File: src/rtl/decode_queue_pkg.sv
// Shared widths, op-id encoding and the decoded record stored per queue entry.
// ILLEGAL_INSTR_EN adds an illegal flag to the record.
package decode_queue_pkg;

    localparam int unsigned InstrWidth   = 32;
    localparam int unsigned InstrIdWidth = 6;
    localparam int unsigned ImmWidth     = 32;
    localparam int unsigned RegIdxWidth  = 5;

    // IdZero doubles as the "unrecognised" marker.
    typedef enum logic [InstrIdWidth-1:0] {
        IdZero,
        IdLui, IdAuipc, IdJal, IdJalr,
        IdBeq, IdBne, IdBlt, IdBge, IdBltu, IdBgeu,
        IdLb, IdLh, IdLw, IdLbu, IdLhu,
        IdSb, IdSh, IdSw,
        IdAddi, IdSlti, IdSltiu, IdXori, IdOri, IdAndi, IdSlli, IdSrli, IdSrai,
        IdAdd, IdSub, IdSll, IdSlt, IdSltu, IdXor, IdSrl, IdSra, IdOr, IdAnd,
        IdFence, IdEcall, IdEbreak
    } instr_id_e;

    typedef struct packed {
        instr_id_e              instr_id;
        logic [ImmWidth-1:0]    imm;
        logic [RegIdxWidth-1:0] rs1;
        logic [RegIdxWidth-1:0] rs2;
        logic [RegIdxWidth-1:0] rd;
`ifdef ILLEGAL_INSTR_EN
        logic                   illegal;
`endif
    } dec_rec_t;

endpackage

File: src/rtl/decode_queue_if.sv
// Fetch-side and dispatch-side handshake bundle of the decode queue.
// illegal_out exists only when ILLEGAL_INSTR_EN is defined.
interface decode_queue_if #(
    parameter int unsigned DEPTH    = 4,
    parameter int unsigned PC_WIDTH = 32
);
    import decode_queue_pkg::*;

    logic                          in_valid;
    logic                          in_ready;
    logic [InstrWidth-1:0]         instr_in;
    logic [PC_WIDTH-1:0]           pc_in;
    logic                          out_valid;
    logic                          out_ready;
    instr_id_e                     instr_id_out;
    logic [ImmWidth-1:0]           imm_out;
    logic [RegIdxWidth-1:0]        rs1_out;
    logic [RegIdxWidth-1:0]        rs2_out;
    logic [RegIdxWidth-1:0]        rd_out;
    logic [PC_WIDTH-1:0]           pc_out;
    logic [$clog2(DEPTH):0]        count_out;
`ifdef ILLEGAL_INSTR_EN
    logic                          illegal_out;
`endif

    modport master (
        output in_valid, instr_in, pc_in, out_ready,
        input  in_ready, out_valid, instr_id_out, imm_out, rs1_out, rs2_out, rd_out, pc_out,
`ifdef ILLEGAL_INSTR_EN
        input  illegal_out,
`endif
        input  count_out
    );

    modport slave (
        input  in_valid, instr_in, pc_in, out_ready,
        output in_ready, out_valid, instr_id_out, imm_out, rs1_out, rs2_out, rd_out, pc_out,
`ifdef ILLEGAL_INSTR_EN
        output illegal_out,
`endif
        output count_out
    );

endinterface

File: src/rtl/rv32i_decoder.sv
// Purely combinational RV32I word -> decoded record (op id, immediate, register indices).
// With ILLEGAL_INSTR_EN the record also flags words that match no RV32I op.
module rv32i_decoder
    import decode_queue_pkg::*;
(
    input  logic [InstrWidth-1:0] instr,
    output dec_rec_t              rec
);

    logic [6:0]          opcode;
    logic [2:0]          funct3;
    logic [6:0]          funct7;
    logic [ImmWidth-1:0] imm_i, imm_s, imm_b, imm_u, imm_j, imm_sh;

    assign opcode = instr[6:0];
    assign funct3 = instr[14:12];
    assign funct7 = instr[31:25];
    assign imm_i  = {{20{instr[31]}}, instr[31:20]};
    assign imm_s  = {{20{instr[31]}}, instr[31:25], instr[11:7]};
    assign imm_b  = {{19{instr[31]}}, instr[31], instr[7], instr[30:25], instr[11:8], 1'b0};
    assign imm_u  = {instr[31:12], 12'b0};
    assign imm_j  = {{11{instr[31]}}, instr[31], instr[19:12], instr[20], instr[30:21], 1'b0};
    assign imm_sh = {27'b0, instr[24:20]};

    always_comb begin
        rec     = '0;
        rec.rs1 = instr[19:15];
        rec.rs2 = instr[24:20];
        rec.rd  = instr[11:7];
        case (opcode)
            7'b0110111, 7'b0010111: begin
                rec.instr_id = (opcode[5]) ? IdLui : IdAuipc;
                rec.imm      = imm_u;
                rec.rs1      = '0;
                rec.rs2      = '0;
            end
            7'b1101111: begin
                rec.instr_id = IdJal;
                rec.imm      = imm_j;
                rec.rs1      = '0;
                rec.rs2      = '0;
            end
            7'b1100111: begin
                rec.imm = imm_i;
                rec.rs2 = '0;
                if (funct3 == 3'b000) rec.instr_id = IdJalr;
            end
            7'b1100011: begin
                rec.imm = imm_b;
                rec.rd  = '0;
                case (funct3)
                    3'b000:  rec.instr_id = IdBeq;
                    3'b001:  rec.instr_id = IdBne;
                    3'b100:  rec.instr_id = IdBlt;
                    3'b101:  rec.instr_id = IdBge;
                    3'b110:  rec.instr_id = IdBltu;
                    3'b111:  rec.instr_id = IdBgeu;
                    default: rec.instr_id = IdZero;
                endcase
            end
            7'b0000011: begin
                rec.imm = imm_i;
                rec.rs2 = '0;
                case (funct3)
                    3'b000:  rec.instr_id = IdLb;
                    3'b001:  rec.instr_id = IdLh;
                    3'b010:  rec.instr_id = IdLw;
                    3'b100:  rec.instr_id = IdLbu;
                    3'b101:  rec.instr_id = IdLhu;
                    default: rec.instr_id = IdZero;
                endcase
            end
            7'b0100011: begin
                rec.imm = imm_s;
                rec.rd  = '0;
                case (funct3)
                    3'b000:  rec.instr_id = IdSb;
                    3'b001:  rec.instr_id = IdSh;
                    3'b010:  rec.instr_id = IdSw;
                    default: rec.instr_id = IdZero;
                endcase
            end
            7'b0010011: begin
                rec.imm = imm_i;
                rec.rs2 = '0;
                case (funct3)
                    3'b000: rec.instr_id = IdAddi;
                    3'b010: rec.instr_id = IdSlti;
                    3'b011: rec.instr_id = IdSltiu;
                    3'b100: rec.instr_id = IdXori;
                    3'b110: rec.instr_id = IdOri;
                    3'b111: rec.instr_id = IdAndi;
                    3'b001: begin
                        rec.imm = imm_sh;
                        if (funct7 == 7'b0000000) rec.instr_id = IdSlli;
                    end
                    default: begin
                        rec.imm = imm_sh;
                        if (funct7 == 7'b0000000)      rec.instr_id = IdSrli;
                        else if (funct7 == 7'b0100000) rec.instr_id = IdSrai;
                    end
                endcase
            end
            7'b0110011: begin
                if (funct7 == 7'b0000000) begin
                    case (funct3)
                        3'b000:  rec.instr_id = IdAdd;
                        3'b001:  rec.instr_id = IdSll;
                        3'b010:  rec.instr_id = IdSlt;
                        3'b011:  rec.instr_id = IdSltu;
                        3'b100:  rec.instr_id = IdXor;
                        3'b101:  rec.instr_id = IdSrl;
                        3'b110:  rec.instr_id = IdOr;
                        default: rec.instr_id = IdAnd;
                    endcase
                end else if (funct7 == 7'b0100000) begin
                    if (funct3 == 3'b000)      rec.instr_id = IdSub;
                    else if (funct3 == 3'b101) rec.instr_id = IdSra;
                end
            end
            7'b0001111: begin
                rec.imm = imm_i;
                rec.rs2 = '0;
                if (funct3 == 3'b000) rec.instr_id = IdFence;
            end
            7'b1110011: begin
                rec.imm = imm_i;
                rec.rs2 = '0;
                if (instr == 32'h0000_0073)      rec.instr_id = IdEcall;
                else if (instr == 32'h0010_0073) rec.instr_id = IdEbreak;
            end
            default: rec.instr_id = IdZero;
        endcase
`ifdef ILLEGAL_INSTR_EN
        rec.illegal = (rec.instr_id == IdZero);
`endif
    end

endmodule

File: src/rtl/decode_queue.sv
// Decode stage: RV32I words are decoded on entry and held in a DEPTH-entry circular FIFO.
// ILLEGAL_INSTR_EN adds a per-entry illegal flag on the dispatch side.
module decode_queue
    import decode_queue_pkg::*;
#(
    parameter int unsigned DEPTH    = 4,
    parameter int unsigned PC_WIDTH = 32
) (
    input  logic          clk_in,
    input  logic          rst_n_in,
    input  logic          rdy_in,
    input  logic          flush_in,
    decode_queue_if.slave bus
);

    localparam int unsigned PtrW = $clog2(DEPTH);
    localparam int unsigned CntW = PtrW + 1;

    logic [PtrW-1:0]     head_q, head_d, tail_q, tail_d;
    logic [CntW-1:0]     count_q, count_d;
    dec_rec_t            rec_q [DEPTH];
    logic [PC_WIDTH-1:0] pc_q  [DEPTH];
    dec_rec_t            dec_rec;
    dec_rec_t            head_rec;
    logic                enq, deq;

    rv32i_decoder u_decoder (
        .instr (bus.instr_in),
        .rec   (dec_rec)
    );

    // Handshake flags depend only on registered occupancy.
    assign bus.in_ready  = (count_q < CntW'(DEPTH));
    assign bus.out_valid = (count_q != '0);

    assign enq = rdy_in && bus.in_valid && bus.in_ready && !flush_in;
    assign deq = rdy_in && bus.out_valid && bus.out_ready && !flush_in;

    always_comb begin
        head_d  = head_q;
        tail_d  = tail_q;
        count_d = count_q;
        if (rdy_in && flush_in) begin
            head_d  = '0;
            tail_d  = '0;
            count_d = '0;
        end else begin
            if (enq) tail_d = tail_q + PtrW'(1);
            if (deq) head_d = head_q + PtrW'(1);
            if (enq && !deq)      count_d = count_q + CntW'(1);
            else if (!enq && deq) count_d = count_q - CntW'(1);
        end
    end

    always_ff @(posedge clk_in or negedge rst_n_in) begin
        if (!rst_n_in) begin
            head_q  <= '0;
            tail_q  <= '0;
            count_q <= '0;
            for (int unsigned i = 0; i < DEPTH; i++) begin
                rec_q[i] <= '0;
                pc_q[i]  <= '0;
            end
        end else begin
            head_q  <= head_d;
            tail_q  <= tail_d;
            count_q <= count_d;
            if (enq) begin
                rec_q[tail_q] <= dec_rec;
                pc_q[tail_q]  <= bus.pc_in;
            end
        end
    end

    assign head_rec         = rec_q[head_q];
    assign bus.instr_id_out = head_rec.instr_id;
    assign bus.imm_out      = head_rec.imm;
    assign bus.rs1_out      = head_rec.rs1;
    assign bus.rs2_out      = head_rec.rs2;
    assign bus.rd_out       = head_rec.rd;
    assign bus.pc_out       = pc_q[head_q];
    assign bus.count_out    = count_q;
`ifdef ILLEGAL_INSTR_EN
    assign bus.illegal_out  = head_rec.illegal;
`endif

endmodule

File: src/flat_wrapper.sv
// flat-port wrapper written by rule: the top's interface ports become plain ports
module decode_queue_flat import decode_queue_pkg::*;
#(
    parameter int unsigned DEPTH    = 4,
    parameter int unsigned PC_WIDTH = 32
)
  (clk_in, rst_n_in, rdy_in, flush_in, bus_in_valid, bus_instr_in, bus_pc_in, bus_out_ready, bus_in_ready, bus_out_valid, bus_instr_id_out, bus_imm_out, bus_rs1_out, bus_rs2_out, bus_rd_out, bus_pc_out, bus_count_out);
  decode_queue_if #(.DEPTH(DEPTH), .PC_WIDTH(PC_WIDTH)) bus_i ();
  input  logic clk_in;
  input  logic rst_n_in;
  input  logic rdy_in;
  input  logic flush_in;
  input wire logic [$bits(bus_i.in_valid)-1:0] bus_in_valid;
  input wire logic [$bits(bus_i.instr_in)-1:0] bus_instr_in;
  input wire logic [$bits(bus_i.pc_in)-1:0] bus_pc_in;
  input wire logic [$bits(bus_i.out_ready)-1:0] bus_out_ready;
  output wire logic [$bits(bus_i.in_ready)-1:0] bus_in_ready;
  output wire logic [$bits(bus_i.out_valid)-1:0] bus_out_valid;
  output wire logic [$bits(bus_i.instr_id_out)-1:0] bus_instr_id_out;
  output wire logic [$bits(bus_i.imm_out)-1:0] bus_imm_out;
  output wire logic [$bits(bus_i.rs1_out)-1:0] bus_rs1_out;
  output wire logic [$bits(bus_i.rs2_out)-1:0] bus_rs2_out;
  output wire logic [$bits(bus_i.rd_out)-1:0] bus_rd_out;
  output wire logic [$bits(bus_i.pc_out)-1:0] bus_pc_out;
  output wire logic [$bits(bus_i.count_out)-1:0] bus_count_out;
  assign bus_i.in_valid = bus_in_valid;
  assign bus_i.instr_in = bus_instr_in;
  assign bus_i.pc_in = bus_pc_in;
  assign bus_i.out_ready = bus_out_ready;
  assign bus_in_ready = bus_i.in_ready;
  assign bus_out_valid = bus_i.out_valid;
  assign bus_instr_id_out = bus_i.instr_id_out;
  assign bus_imm_out = bus_i.imm_out;
  assign bus_rs1_out = bus_i.rs1_out;
  assign bus_rs2_out = bus_i.rs2_out;
  assign bus_rd_out = bus_i.rd_out;
  assign bus_pc_out = bus_i.pc_out;
  assign bus_count_out = bus_i.count_out;
  decode_queue #(.DEPTH(DEPTH), .PC_WIDTH(PC_WIDTH)) u_core (.clk_in(clk_in), .rst_n_in(rst_n_in), .rdy_in(rdy_in), .flush_in(flush_in), .bus(bus_i));
endmodule
File: config.mk
export PLATFORM = sky130hd
export DESIGN_NAME = decode_queue_flat
export DESIGN_NICKNAME = d
export VERILOG_FILES = /design/src/rtl/decode_queue_pkg.sv /design/src/rtl/decode_queue_if.sv /design/src/rtl/rv32i_decoder.sv /design/src/rtl/decode_queue.sv /design/src/flat_wrapper.sv
export SDC_FILE = /design/constraint.sdc
export NUM_CORES = 1
export LEC_CHECK = 0
export ABC_CLOCK_PERIOD_IN_PS = 1700
export BUFFER_PORTS_ARGS = -buffer_cell sky130_fd_sc_hd__buf_4
export CORE_ASPECT_RATIO = 2
export CORE_MARGIN = 5
export CORE_UTILIZATION = 50
export CTS_BUF_LIST = sky130_fd_sc_hd__clkbuf_8
export CTS_CLUSTER_SIZE = 40
export DETAILED_ROUTE_END_ITERATION = 10
export PLACE_DENSITY = 0.72
export SETUP_SLACK_MARGIN = 0.15
export SYNTH_ARGS = -nofsm -noshare
export SYNTH_HDL_FRONTEND = slang
export SYNTH_HIERARCHICAL = 1
export SYNTH_SLANG_ARGS = --single-unit
File: constraint.sdc
create_clock -name clk_in -period 1.7 [get_ports clk_in]
set_clock_uncertainty 0.05 [all_clocks]
set_input_delay 0.255 -clock clk_in [delete_from_list [all_inputs] [get_ports clk_in]]
set_output_delay 0.255 -clock clk_in [all_outputs]
set_load 0.02 [all_outputs]
After elaboration in Yosys (flattened, before gate mapping)
Index checks and enable logic that the tools add are counted.
Widths: inputs -> output; s select.
{ "totals": {"regBits": 347, "latchBits": 0, "mem_bits_rw": 0, "rom_bits": 0, "inputBits": 70, "out_inout_bits": 90, "wordCells": 125, "mem_count": 0} }
{ "classes": {"n_addsub": 4, "n_mul": 0, "div_mod_pow": 0, "magnitude_cmp": 4, "n_eq_ne": 21, "n_shift": 0, "n_mux": 42, "bitwise": 2, "reduce_logical": 25} }
{ "ops": {"columns": ["cell", "n"], "rows": [
  ["$bwmux 212", 1],
  ["$pmux 32 s6", 1],
  ["$mux 53", 3],
  ["$bwmux 128", 1],
  ["$mux 32", 4],
  ["$bmux 53 s2", 1],
  ["$demux 53 s2", 1],
  ["$pmux 6 s7", 2],
  ["$bmux 32 s2", 1],
  ["$demux 32 s2", 1],
  ["$pmux 6 s10", 1],
  ["$mux 6", 8],
  ["$eq 32x21->1 const B", 1],
  ["$eq 32x7->1 const B", 1],
  ["$eq 7x6->1 const B", 4],
  ["$eq 7x7->1 const B", 4],
  ["$mux 5", 5],
  ["$pmux 4 s6", 1],
  ["$pmux 4 s5", 1],
  ["$pmux 5 s3", 1],
  ["$eq 7x5->1 const B", 2],
  ["$eq 3x3->1 const B", 4],
  ["$mux 3", 4],
  ["$logic_and 1x1->1", 10],
  ["22 further kinds", 35]
]} }

Logic depth before layout (Yosys ltp)
{ "logic_depth": {"ltp_word": 8, "depth_mapped": 9, "depth_no_buf": 7} }

Hierarchy
Netlist, hierarchy kept.
{ "by_module_without_submodules": {"columns": ["module", "n_inst", "cells_each", "area_per_inst_um2", "seq_area_each_um2"], "rows": [
  ["decode_queue", 1, 869, 15917.8, 8683.3],
  ["rv32i_decoder", 1, 204, 1342.5, 0.0]
]} }

Worst setup path before layout
Ideal clock, no wire load.
{ "synth_path": {"path_kind": "flip-flop to flip-flop", "from": "register u_core.count_q[1] (netlist: u_core/bus.count_out[1])", "to": "register u_core.count_q[2] (netlist: u_core/bus.count_out[2])", "setup_ns": 0.130, "arrival_time_ns": 1.950, "required_time_ns": 1.520, "slack_ns": -0.430, "stages_incl_launch_ff": 9, "n_path_buf": 1, "synth_period_minus_slack_ns": 2.130, "cell_sequence": "dfrtp_1 or3_1 and4b_1 buf_2 nor2_1 fa_1 nor2_1 a211oi_1 a31oi_1"} }
{ "synth_via": {"elab_chain_len": 8, "word_cells_on_any_way": 17, "classes_between": "add/sub (2); order compare (1); mux (3); reduce/logical (11)"} }
{ "synth_rtl": {"columns": ["element", "line", "rtl"], "rows": [
  ["start: declaration", "decode_queue.sv:20", "logic [CntW-1:0] count_q, count_d;"],
  ["start signal: assignment", "decode_queue.sv:67", "count_q <= count_d;"],
  ["$reduce_bool 3->1 *", "decode_queue.sv:34", "assign bus.out_valid = (count_q != '0);"],
  ["via bus_out_valid", "flat_wrapper.sv:18", "output wire logic [$bits(bus_i.out_valid)-1:0] bus_out_valid;"],
  ["$logic_and 1x1->1 * (3 in series)", "decode_queue.sv:37", "assign deq = rdy_in && bus.out_valid && bus.out_ready && !flush_in;"],
  ["$logic_not 1->1", "decode_queue.sv:50", "if (enq && !deq) count_d = count_q + CntW'(1);"],
  ["$logic_and 1x1->1", "decode_queue.sv:50", null],
  ["$mux 3", "decode_queue.sv:50", null],
  ["$mux 3", "decode_queue.sv:43", "if (rdy_in && flush_in) begin"]
]} }
The timed path passes the listed nets; every way through them passes the cells marked *. The select of a mux whose other input is x is not followed.
A chain may end at the register's enable or synchronous reset.

Final worst setup path
{ "layout_path": {"from": "register u_core.head_q[0]", "to": "output bus_rd_out[2]"} }
{ "layout_via": {"elab_chain_len": 4} }
{ "layout_rtl": {"columns": ["element", "line", "rtl"], "rows": [
  ["start: declaration", "decode_queue.sv:19", "logic [PtrW-1:0] head_q, head_d, tail_q, tail_d;"],
  ["start signal: assignment", "decode_queue.sv:57", "head_q <= '0;"],
  ["start signal: assignment", "decode_queue.sv:65", "head_q <= head_d;"],
  ["$not 2->3 (implied by the code)", "decode_queue.sv:75", "assign head_rec = rec_q[head_q];"],
  ["$bmux 53 s2", "decode_queue.sv:75", null],
  ["$mux 53 (implied by the code) (2 in series)", "decode_queue.sv:75", null],
  ["end: declaration", "flat_wrapper.sv:23", "output wire logic [$bits(bus_i.rd_out)-1:0] bus_rd_out;"]
]} }
Every way passes these cells. The select of a mux whose other input is x is not followed.

==> results.json <==
{
  "synthTopCellsByCount": "dfrtp_1 (347), mux2_4 (200), mux2_2 (140), mux4_2 (85), nand2_1 (37)",
  "vias": 11300,
  "synth_seq_cells": 347,
  "clkPwrFrac_pct": 23.9,
  "synthCells": 1073,
  "grt_max_degree": 44,
  "setup_ws_ns": -0.754,
  "synth.area.top_cells": "dfrtp_1 (50%), mux2_4 (17%), mux4_2 (11%)",
  "irDropWorstVdd_mv": 0.981,
  "dp_hpwl_um": 31100,
  "tritoncts": "built",
  "core_um2": 34200,
  "ys.warnings.count": 6,
  "die-area_um2": 38600,
  "synth.most_common_cell": "dfrtp_1",
  "drive_gt1_share_pct": 65.1,
  "fin_crit_sh_pct": 144,
  "reg2reg_slack_ns": -0.21,
  "antenna_found_initial": 1,
  "drv_slew": 0,
  "worst_hold_path_type": "input port to register",
  "overflow": 0,
  "hold_depth": 4,
  "drc": 0,
  "wl_per_cell_um": 25.9,
  "ant_nets": 0,
  "grt_pass1_wl_um": 78300,
  "cap_violations": 0,
  "via_per_inst": 5.73,
  "grt_pass1_vias": 12800,
  "worstSetupPathType": "register to output pin",
  "p_seq_share_pct": 37.4,
  "p_leak_nw": 11.9,
  "cp-start-kind": "register",
  "die_w_um": 141,
  "dp_cells": 1764,
  "port_buffers": 159,
  "drtIter0Drc": 493,
  "insertion_delay_ns": 0.59,
  "final_cells": 1973,
  "fill_cells": 2227,
  "end_kind": "output pin",
  "rsz0062_at_grt": "yes",
  "outcome": "finished with violations",
  "clock_path_buffers": 3,
  "wirelength_um": 51100,
  "p_int_mw": 20.6,
  "crit_start": "u_core/head_q[0]",
  "violations": "setup timing",
  "worstPathArrival_ns": 2.15,
  "pre_cts_slack_ns": -0.479,
  "netSwitchingFraction_pct": 31.1,
  "synth_cell_types": 73,
  "hold_violations": 0,
  "synth_largest_area_cell": "dfrtp_1",
  "finalPower_mw": 29.9,
  "p_comb_share_pct": 38.7,
  "worstPathRequired_ns": 1.39,
  "r2r-start": "u_core/bus.count_out[2]",
  "io_pins": 160,
  "p_sw_mw": 9.30,
  "avgSynthCellArea_um2": 16.1,
  "relSlewSlack_pct": 63.5,
  "routabilityCongestion": 0.983,
  "synthFlopType": "dfrtp_1",
  "synth_area_um2": 17300,
  "period_minus_slack_ns": 2.45,
  "worstMarginPinSlew_ns": 0.543,
  "worst_r2r_endpoint": "u_core/rec_q[128]",
  "die_h_um": 273,
  "syn-num-nets": 1148,
  "fin_nets": 1565,
  "clk_pin_slew_worst_paths_ns": 0.08,
  "crit_fanout": 12,
  "syn_to_final_growth_pct": 38.3,
  "power_density_nw_per_um2": 1250,
  "setup_violations": 431,
  "critical_path.endpoint": "bus_rd_out[2]",
  "yosysSeqAreaShare_pct": 50.3,
  "grt.total_usage_pct": 26.6,
  "rows": 96,
  "synth_edf_count": 0,
  "synthArstFlopShare_pct": 100,
  "initial_core_util_pct": 50.4,
  "fmax_mhz": 407,
  "clockRootBuffer": "clkbuf_8",
  "yosysTopAreaCellShare_pct": 50.3,
  "firstDrtPassIters": 6,
  "r2r_cells": 6,
  "cts_max_level": 2,
  "numCtsBuffers": 51,
  "cts_sinks": 347
}
[how the worst min path moves through the flow]
stage / startpoint / to
2_1_floorplan: rst_n_in / u_core/bus.count_out[0]
3_3_place_gp: rst_n_in / u_core/rec_q[102]
3_5_place_dp: rst_n_in / u_core/rec_q[102]
4_1_cts: flush_in / u_core/bus.count_out[1]
5_1_grt: bus_instr_in[24] / u_core/rec_q[198]
6_report: bus_instr_in[24] / u_core/rec_q[92]
[flip-flops by register name (all words and copies together), names as in the netlist]
signal                flops
u_core/bus.count_out      3
u_core/head_q             2
u_core/pc_q             128
u_core/rec_q            212
u_core/tail_q             2
[through the flow]
step                      utilization (%)  instance area (µm²)  hold slack, ns  setup TNS [ns]
after floorplan                         -                17800         -0.0906          -21.42
after global placement               59.4                20300           0.126          -60.65
after detailed placement             59.4                20300           0.131          -65.04
after CTS                            69.1                23700          0.0494         -106.87
after global routing                 69.8                23900          0.0879         -117.75
final                                69.8                23900          0.0989          -99.25
[cell families after synthesis]
kind of cell               Yosys count  synth area share, %
adders and majority gates            5                0.406
xor gates and xnor gates             4                0.247
muxes                              429                 37.9
AOI/OAI and AO/OA                   71                 3.13
buffers and inverters               79                 3.25
DFF                                347                 50.3
and+or+nand+nor                    138                 4.81
[critical path, cell delays in order, from the launching register on]
cell and delay, ns:
dfrtp_4 0.45, buf_12 0.18, buf_4 0.16, mux4_2 0.59
buf_6 0.17
[timing repair]
item	CTS	global route
setup buffers	33	9
pin swaps	4	2
endpoints found under the setup margin	434	435
hold buffers	33	0
gates cloned	38	1
endpoints found under the hold margin	383	0
resized for setup	146	32
[cell usage in the layout (no fill, tap or decap), types with 5 or more instances in the layout]
master	n
a21o_4	11
a21oi_1	11
a22o_1	5
and2_1	5
and2_4	15
buf_12	37
buf_16	43
buf_4	226
buf_6	85
buf_8	6
clkbuf_8	65
clkinv_2	10
dfrtp_1	342
dlygate4sd3_1	33
inv_1	18
mux2_2	135
mux2_4	205
mux4_2	85
nand2_1	27
nand2_4	7
nand2_8	8
nand3_1	8
nor2_1	15
nor3_1	5
o21ai_0	9
[routing by layer]
layer	track usage (%)	share of wire (%)
met5	0	0
met4	12.4	5.0
met3	2.78	3.4
met2	50.4	56
met1	29.5	36
[cell type report]
class	count	area (µm²)	share of cell area, %
Clock inverter	29	194	0.812
Multi-Input combinational cell	651	8460	35.4
Sequential cell	347	8690	36.4
Antenna cell	1	2.50	0.0105
Inverter	7	28.8	0.121
Clock buffer	65	895	3.75
Tap cell	441	552	2.31
Timing Repair Buffer	432	5060	21.2
[power by group through the flow]
stage               clock [mW]  combinational (mW)  sequential (mW)
floorplan                    0                6.63             10.9
global placement             0                9.91             11.1
detailed placement           0                10.0             11.2
CTS                       7.30                11.3             11.1
global route              7.67                12.2             11.3
finish                    7.16                11.6             11.2
No activity file was read; power rests on OpenSTA's default activity.
